$ cat src/rtl/des_pkg.sv
// Shared definitions for the DES byte-serial front end.
//   loader_state_t  : loader FSM state encoding
//   DES_BLOCK_BYTES : bytes per key or plaintext group
//   DES_BLOCK_BITS  : width of a DES key / block
//   odd_parity()    : 1 when a byte carries an odd number of ones
package des_pkg;

  localparam int unsigned DES_BLOCK_BYTES = 8;
  localparam int unsigned DES_BLOCK_BITS  = 64;

  typedef enum logic [1:0] {
    IDLE    = 2'd0,
    COLLECT = 2'd1,
    HOLD    = 2'd2
  } loader_state_t;

  function automatic logic odd_parity(input logic [7:0] b);
    return ^b;
  endfunction

endpackage

$ cat src/rtl/des_block_loader.sv
// Byte-serial front end for the combinational DES core. Bytes tagged as key or
// plaintext are shifted MSB-first into a shadow register; a complete key group
// is committed to `key`, a complete plaintext group is presented on `plain_text`
// and held under a valid/ready handshake until the capture stage takes it.
//
// Ports:
//   clk, rst            : clock, asynchronous active-high reset
//   in_valid/in_ready   : byte handshake; in_data byte, in_is_key tag (1 = key)
//   abort               : synchronous flush of partial group / held block
//   err_clear           : synchronous clear of the sticky error flags
//   plain_text, key     : to core plainText / key (first byte in bits 63:56)
//   key_valid           : a key has been committed since reset
//   block_valid/ready   : plaintext block handshake toward the capture stage
//   err_mismatch        : sticky, tag changed inside a group
//   err_no_key          : sticky, data block completed with no key
//   err_parity          : sticky, key group rejected for even-parity byte
module des_block_loader
  import des_pkg::*;
#(
  parameter bit CHECK_PARITY = 1'b0
) (
  input  logic                      clk,
  input  logic                      rst,
  input  logic                      in_valid,
  input  logic [7:0]                in_data,
  input  logic                      in_is_key,
  output logic                      in_ready,
  input  logic                      abort,
  input  logic                      err_clear,
  output logic [DES_BLOCK_BITS-1:0] plain_text,
  output logic [DES_BLOCK_BITS-1:0] key,
  output logic                      key_valid,
  output logic                      block_valid,
  input  logic                      block_ready,
  output logic                      err_mismatch,
  output logic                      err_no_key,
  output logic                      err_parity
);

  localparam logic [2:0] LastIdx = 3'(DES_BLOCK_BYTES - 1);

  loader_state_t             state_q, state_d;
  logic [2:0]                cnt_q, cnt_d;
  logic                      grp_key_q, grp_key_d;
  logic [DES_BLOCK_BITS-1:0] shadow_q, shadow_d;
  logic                      par_bad_q, par_bad_d;
  logic [DES_BLOCK_BITS-1:0] key_q, key_d;
  logic [DES_BLOCK_BITS-1:0] pt_q, pt_d;
  logic                      key_valid_q, key_valid_d;
  logic                      block_valid_q, block_valid_d;
  logic                      err_mm_q, err_mm_d;
  logic                      err_nk_q, err_nk_d;
  logic                      err_par_q, err_par_d;

  logic                      accept;
  logic                      mismatch;
  logic                      new_group;
  logic                      last_byte;
  logic                      key_done;
  logic                      data_done;
  logic                      byte_even;
  logic                      group_par_bad;
  logic                      commit_key;
  logic                      present_block;
  logic                      handshake;
  logic [DES_BLOCK_BITS-1:0] shifted;

  // Decode of the current byte transfer.
  assign accept    = in_valid && in_ready;
  assign mismatch  = accept && (state_q == COLLECT) && (in_is_key != grp_key_q);
  // A mismatching byte starts a fresh group of its own type.
  assign new_group = accept && ((state_q == IDLE) || mismatch);
  assign last_byte = accept && !new_group && (cnt_q == LastIdx);
  assign key_done  = last_byte && grp_key_q;
  assign data_done = last_byte && !grp_key_q;
  assign shifted   = {shadow_q[DES_BLOCK_BITS-9:0], in_data};

  // Parity of the whole group is the OR of per-byte "even" flags.
  assign byte_even     = !odd_parity(in_data);
  assign group_par_bad = CHECK_PARITY && (par_bad_q || byte_even);
  assign commit_key    = key_done && !group_par_bad;
  assign present_block = data_done && key_valid_q;
  assign handshake     = block_valid_q && block_ready;

  // FSM state register.
  always_ff @(posedge clk or posedge rst) begin
    if (rst) begin
      state_q   <= IDLE;
      cnt_q     <= 3'd0;
      grp_key_q <= 1'b0;
    end else begin
      state_q   <= state_d;
      cnt_q     <= cnt_d;
      grp_key_q <= grp_key_d;
    end
  end

  // FSM next-state logic; cnt counts bytes currently held in the group.
  always_comb begin
    state_d   = state_q;
    cnt_d     = cnt_q;
    grp_key_d = grp_key_q;
    if (abort) begin
      state_d = IDLE;
      cnt_d   = 3'd0;
    end else begin
      unique case (state_q)
        IDLE: begin
          if (accept) begin
            state_d   = COLLECT;
            cnt_d     = 3'd1;
            grp_key_d = in_is_key;
          end
        end
        COLLECT: begin
          if (mismatch) begin
            cnt_d     = 3'd1;
            grp_key_d = in_is_key;
          end else if (last_byte) begin
            cnt_d   = 3'd0;
            state_d = present_block ? HOLD : IDLE;
          end else if (accept) begin
            cnt_d = cnt_q + 3'd1;
          end
        end
        HOLD: begin
          if (handshake) begin
            state_d = IDLE;
          end
        end
        default: begin
          state_d = IDLE;
          cnt_d   = 3'd0;
        end
      endcase
    end
  end

  // FSM outputs.
  always_comb begin
    in_ready = (state_q != HOLD) && !abort;
  end

  // Datapath and flag registers.
  always_ff @(posedge clk or posedge rst) begin
    if (rst) begin
      shadow_q      <= '0;
      par_bad_q     <= 1'b0;
      key_q         <= '0;
      pt_q          <= '0;
      key_valid_q   <= 1'b0;
      block_valid_q <= 1'b0;
      err_mm_q      <= 1'b0;
      err_nk_q      <= 1'b0;
      err_par_q     <= 1'b0;
    end else begin
      shadow_q      <= shadow_d;
      par_bad_q     <= par_bad_d;
      key_q         <= key_d;
      pt_q          <= pt_d;
      key_valid_q   <= key_valid_d;
      block_valid_q <= block_valid_d;
      err_mm_q      <= err_mm_d;
      err_nk_q      <= err_nk_d;
      err_par_q     <= err_par_d;
    end
  end

  always_comb begin
    shadow_d      = shadow_q;
    par_bad_d     = par_bad_q;
    key_d         = key_q;
    pt_d          = pt_q;
    key_valid_d   = key_valid_q;
    block_valid_d = block_valid_q;

    // Stale bytes of a discarded group simply shift out before completion.
    if (accept) begin
      shadow_d  = shifted;
      par_bad_d = new_group ? byte_even : (par_bad_q || byte_even);
    end

    if (commit_key) begin
      key_d       = shifted;
      key_valid_d = 1'b1;
    end

    if (present_block) begin
      pt_d = shifted;
    end

    if (abort) begin
      block_valid_d = 1'b0;
    end else if (present_block) begin
      block_valid_d = 1'b1;
    end else if (handshake) begin
      block_valid_d = 1'b0;
    end

    // Clear first so a same-cycle error still sets its flag.
    err_mm_d  = err_clear ? 1'b0 : err_mm_q;
    err_nk_d  = err_clear ? 1'b0 : err_nk_q;
    err_par_d = err_clear ? 1'b0 : err_par_q;
    if (mismatch)                    err_mm_d  = 1'b1;
    if (data_done && !key_valid_q)   err_nk_d  = 1'b1;
    if (key_done && group_par_bad)   err_par_d = 1'b1;
  end

  assign plain_text   = pt_q;
  assign key          = key_q;
  assign key_valid    = key_valid_q;
  assign block_valid  = block_valid_q;
  assign err_mismatch = err_mm_q;
  assign err_no_key   = err_nk_q;
  assign err_parity   = err_par_q;

endmodule
$ cat config.mk
export PLATFORM = sky130hd
export DESIGN_NAME = des_block_loader
export DESIGN_NICKNAME = d
export VERILOG_FILES = /design/src/rtl/des_pkg.sv /design/src/rtl/des_block_loader.sv
export SDC_FILE = /design/constraint.sdc
export NUM_CORES = 1
export LEC_CHECK = 0
export CORE_MARGIN = 1.5
export CORE_UTILIZATION = 55
export DETAILED_ROUTE_END_ITERATION = 10
export MAX_ROUTING_LAYER = met4
export PLACE_DENSITY = 0.86
export RECOVER_POWER = 50
export SLEW_MARGIN = 20
export SYNTH_ARGS = -nofsm -noshare
export SYNTH_HDL_FRONTEND = slang
export SYNTH_SLANG_ARGS = --single-unit
$ cat constraint.sdc
create_clock -name clk -period 14.2 [get_ports clk]
set_input_delay 4.26 -clock clk [delete_from_list [all_inputs] [get_ports clk]]
set_output_delay 4.26 -clock clk [all_outputs]
set_load 0.03 [all_outputs]
Yosys cells after proc, flatten, opt, wreduce, memory -nomap -nowiden
Cells that the tools add are included.

storage, ports and cells
  bits in latches = 0
  bits in read-only memories = 0
  output and inout bits = 134
  input bits = 15
  bits in writable memories = 0
  bits in registers = 194
  logic and storage cells = 72
  memories = 0

operators by class
  bitwise operators = 1
  divide/modulo/power cells = 0
  reductions and logical operators = 25
  shift operators = 0
  equality and inequality tests = 13
  magnitude comparators = 0
  multiply operators = 0
  muxes and demuxes = 22
  $add $sub $neg = 1

operators by type and width
  kind                                           number
  two-way mux 3 bit                              5
  logical AND 1 bit                              12
  two-way mux 2 bit                              6
  != test 3 bit, second input constant           4
  case mux 3 bit (3 select lines)                1
  two-way mux 1 bit                              8
  != test 2 bit, second input constant           4
  AND reduction 4 bit                            2
  case mux 2 bit (3 select lines)                1
  nonzero test 2 bit                             3
  != test 5 bit, second input constant           1
  zero test 1 bit                                4
  adder 3 x 1 -> 3 bit, second input constant    1
  == test 3 bit, second input constant           1
  AND reduction 3 bit                            1
  nonzero test 3 bit                             1
  == test 2 x 1 -> 1 bit, second input constant  1
  == test 2 bit, second input constant           1
  zero test 2 bit                                1
  case mux 1 bit (2 select lines)                1
  logical OR 1 bit                               1
  != test 1 bit                                  1
  inverter 1 bit                                 1

Longest topological paths before layout
  depth after elaboration = 17
  mapped depth = 8
  gate-level depth less buffers = 6

Worst setup path before layout
Ideal clock, no wire load.

  kind = in2out
  start = input port abort
  end = output port in_ready
  arrival = 4,692 ps
  path slack = 5,248 ps
  path buffers = 0
  stages on the path = 1
  cell sequence = nor2b_1

on the way
  word-level cells in the longest chain between the ends = 2

ends and longest elaborated chain
  item               line                     RTL
  start, declared    des_block_loader.sv:28   input logic abort,
  zero test 1 bit    des_block_loader.sv:141  in_ready = (state_q != HOLD) && !abort;
  logical AND 1 bit  des_block_loader.sv:141
  end, declared      des_block_loader.sv:27   output logic in_ready,

No other way between the ends.

Worst setup path in the final report
Same ends and word-level chain as after synthesis.

==> results.py <==
metrics = {
    "outcome": {
        "outcome": "finished with violations",
        "violations": "capacitance limit, slew limit",
    },
    "pwr": {
        "p_total_uw": 1220,
        "combPwrFrac_pct": 7.4,
        "pwr-share-seq_pct": 55.9,
        "p_int_uw": 924,
        "vdd_drop_max_mv": 0.0899,
        "switching_share_pct": 24.1,
        "clkPwrFrac_pct": 36.7,
        "power.switching_uw": 293,
        "p_per_area_mw_per_mm2": 126,
        "cellLeakagePower_uw": 0.00518,
    },
    "floorplan": {
        "ios": 149,
        "die_w_um": 120,
        "die_y_um": 120,
        "rows": 42,
        "core-area_mm2": 0.0133,
        "design.die.area_mm2": 0.0144,
        "start_util_pct": 56.6,
    },
    "placement": {
        "dp_hpwl_mm": 9.67,
        "place.gp.congestion": 0.788,
        "place_inst": 743,
        "numPortBuffers": 147,
    },
    "yosys": {
        "synth_seq_cells": 194,
        "ys_seq_area_share_pct": 64.5,
        "yosys_warnings": 0,
        "synthCells": 438,
        "yosysTopAreaCellShare_pct": 64.5,
        "avgSynthCellArea_um2": 17.2,
        "syn-cell-area_mm2": 0.00753,
        "yosysTopAreaCell": "dfrtp_1",
        "syn-num-nets": 455,
        "ys_types": 28,
        "synth_area_leaders": "dfrtp_1 (64%), mux2_2 (20%), mux2_4 (9.8%)",
    },
    "sta": {
        "tns_ps": 0,
        "whs_ps": 499,
        "grt_setup_unrepaired": "no",
        "period_needed_ps": 9970,
        "max_freq_mhz": 100,
        "fin_crit_sh_pct": 70.2,
        "slew_headroom_pct": -253,
        "hold_viol": 0,
        "slew_viol_final": 126,
        "finClkSkew_ps": 6.56,
        "setup_viol": 0,
        "worst_pin_slew_ps": 5270,
    },
    "route": {
        "wl_per_cell_um": 19.0,
        "dr.first_iter.drc_count": 231,
        "drt_drc_violations_left": 0,
        "totalWireLength_mm": 14.7,
        "drt-pass1-iter-count": 6,
        "dr_total_vias": 4100,
        "antenna_left": 0,
        "via_per_inst": 5.30,
    },
    "hold_path": {
        "hp-class": "reg -> reg",
    },
    "job": {
        "maxCapViolCount": 1,
    },
    "setup_path": {
        "crit_required_ps": 9940,
        "path_class": "in -> out",
        "cp.arrival_ps": 5710,
        "crit_path_end_kind": "output port",
        "start_kind": "input port",
        "worstPathMaxFanout": 7,
    },
    "layout": {
        "final_cell_mix": "dfrtp_1 (194), mux2_2 (136), dlygate4sd3_1 (132)",
        "antenna_cells": 0,
        "area_growth_pct": 28.2,
        "finalNonFillerCells": 774,
        "drive_gt1_share_pct": 37.5,
        "layout_commonest_cell": "dfrtp_1",
        "fin_nets": 603,
    },
    "cts": {
        "cts_setup_buffers": 0,
        "cts_made_buffers": 17,
        "cts_max_path_buffers": 2,
        "path_clk_slew_ps": 60,
        "cts-root-buf": "clkbuf_16",
        "clkLatencyLatePin_ps": 420,
        "htreeDepth": 4,
        "cts.sinks": 194,
        "post_cts_resized": 0,
        "hold_buffers": 0,
        "cts_tree": "done",
    },
    "grt": {
        "grt_overflow": 0,
        "grt_usage_pct": 22.7,
        "grt_pass1_wl_mm": 24.1,
        "grt_pass1_vias": 4398,
        "antenna_found_initial": 0,
        "grt_max_degree": 126,
    },
}
[power groups by stage]
stage               Clock, uW  Combinational, uW  Sequential [uW]
global placement            0               85.8              685
detailed placement          0               91.4              691
global route              483                100              691
CTS                       458               92.9              681
finish                    447               90.3              680
floorplan                   0               74.5              663
[per-layer routing]
metal | GRT usage [%] | wire length [um]
met4 | 7.89 | 238
met5 | - | 0
met2 | 34.5 | 7060
met1 | 29.0 | 6420
met3 | 7.32 | 987
[Yosys cell counts (all sizes together)]
| cell type | instances |
|---|---|
| a211oi | 2 |
| a21oi | 3 |
| a22o | 3 |
| a41o | 1 |
| buf | 20 |
| clkbuf | 1 |
| conb | 1 |
| dfrtp | 194 |
| ha | 2 |
| inv | 4 |
| mux2 | 185 |
| nand2 | 4 |
| nand2b | 3 |
| nand3 | 1 |
| nand4b | 1 |
| nor2 | 1 |
| nor2b | 4 |
| nor3 | 1 |
| o211ai | 1 |
| o221a | 1 |
| o22ai | 2 |
| or2 | 1 |
| xnor2 | 1 |
| xor2 | 1 |
[sequential cells by signal (all words and copies together), names as in the netlist]
signal and cells:
key 64, plain_text 64, shadow_q 56, cnt_q 3
state_q 2, block_valid 1, err_mismatch 1, err_no_key 1
grp_key_q 1, key_valid 1
[worst paths after layout]
kind	from	endpoint	slack (ps)	cells past startpoint
worst max register to register	cnt_q[0]	plain_text[40]	11190	7
worst max-delay path	abort	in_ready	4230	3
worst min-delay path	key[28]	key[28]	500	1
worst min register to register	key[28]	key[28]	500	1
min in group asynchronous	rst	plain_text[6]	5940	2
max in group asynchronous	rst	key[40]	5760	3
[logic make-up (layout without fill, tap and decap cells)]
| family | count (synthesis) | count (layout) | synth area share (%) |
|---|---|---|---|
| adder cells (fa/ha/maj) | 2 | 2 | 0.332 |
| other | 1 | 1 | 0.0498 |
| AND/OR/NAND/NOR | 16 | 16 | 1.16 |
| multiplexers | 185 | 185 | 30.1 |
| flip-flops | 194 | 194 | 64.5 |
| buffers and inverters | 25 | 185 | 2.28 |
| AO/OA/AOI/OAI | 13 | 13 | 1.36 |
| XOR/XNOR | 2 | 2 | 0.233 |
[metrics by stage]
stage	cell area, um^2	setup WS [ps]	utilization, %
6_report	9660	4230	72.6
5_1_grt	9660	4170	72.6
4_1_cts	9670	4330	72.7
3_5_place_dp	9110	4330	68.5
3_3_place_gp	9110	4370	68.5
2_1_floorplan	7530	4660	-
[critical path, cell delays in order]
cell	delay, ps
dlygate4sd3_1	630
nor2b_1	140
clkdlybuf4s50_1	670
[area by class of cell]
| class | count | area (um^2) |
|---|---|---|
| multi-input combinational | 219 | 2520 |
| fill | 858 | 3640 |
| sequential | 194 | 4850 |
| inverter | 4 | 16.3 |
| timing repair buffer | 150 | 1490 |
| tap | 176 | 220 |
| clock buffer | 21 | 470 |
| clock inverter | 10 | 85.1 |
(Power assumes the default switching activity.)
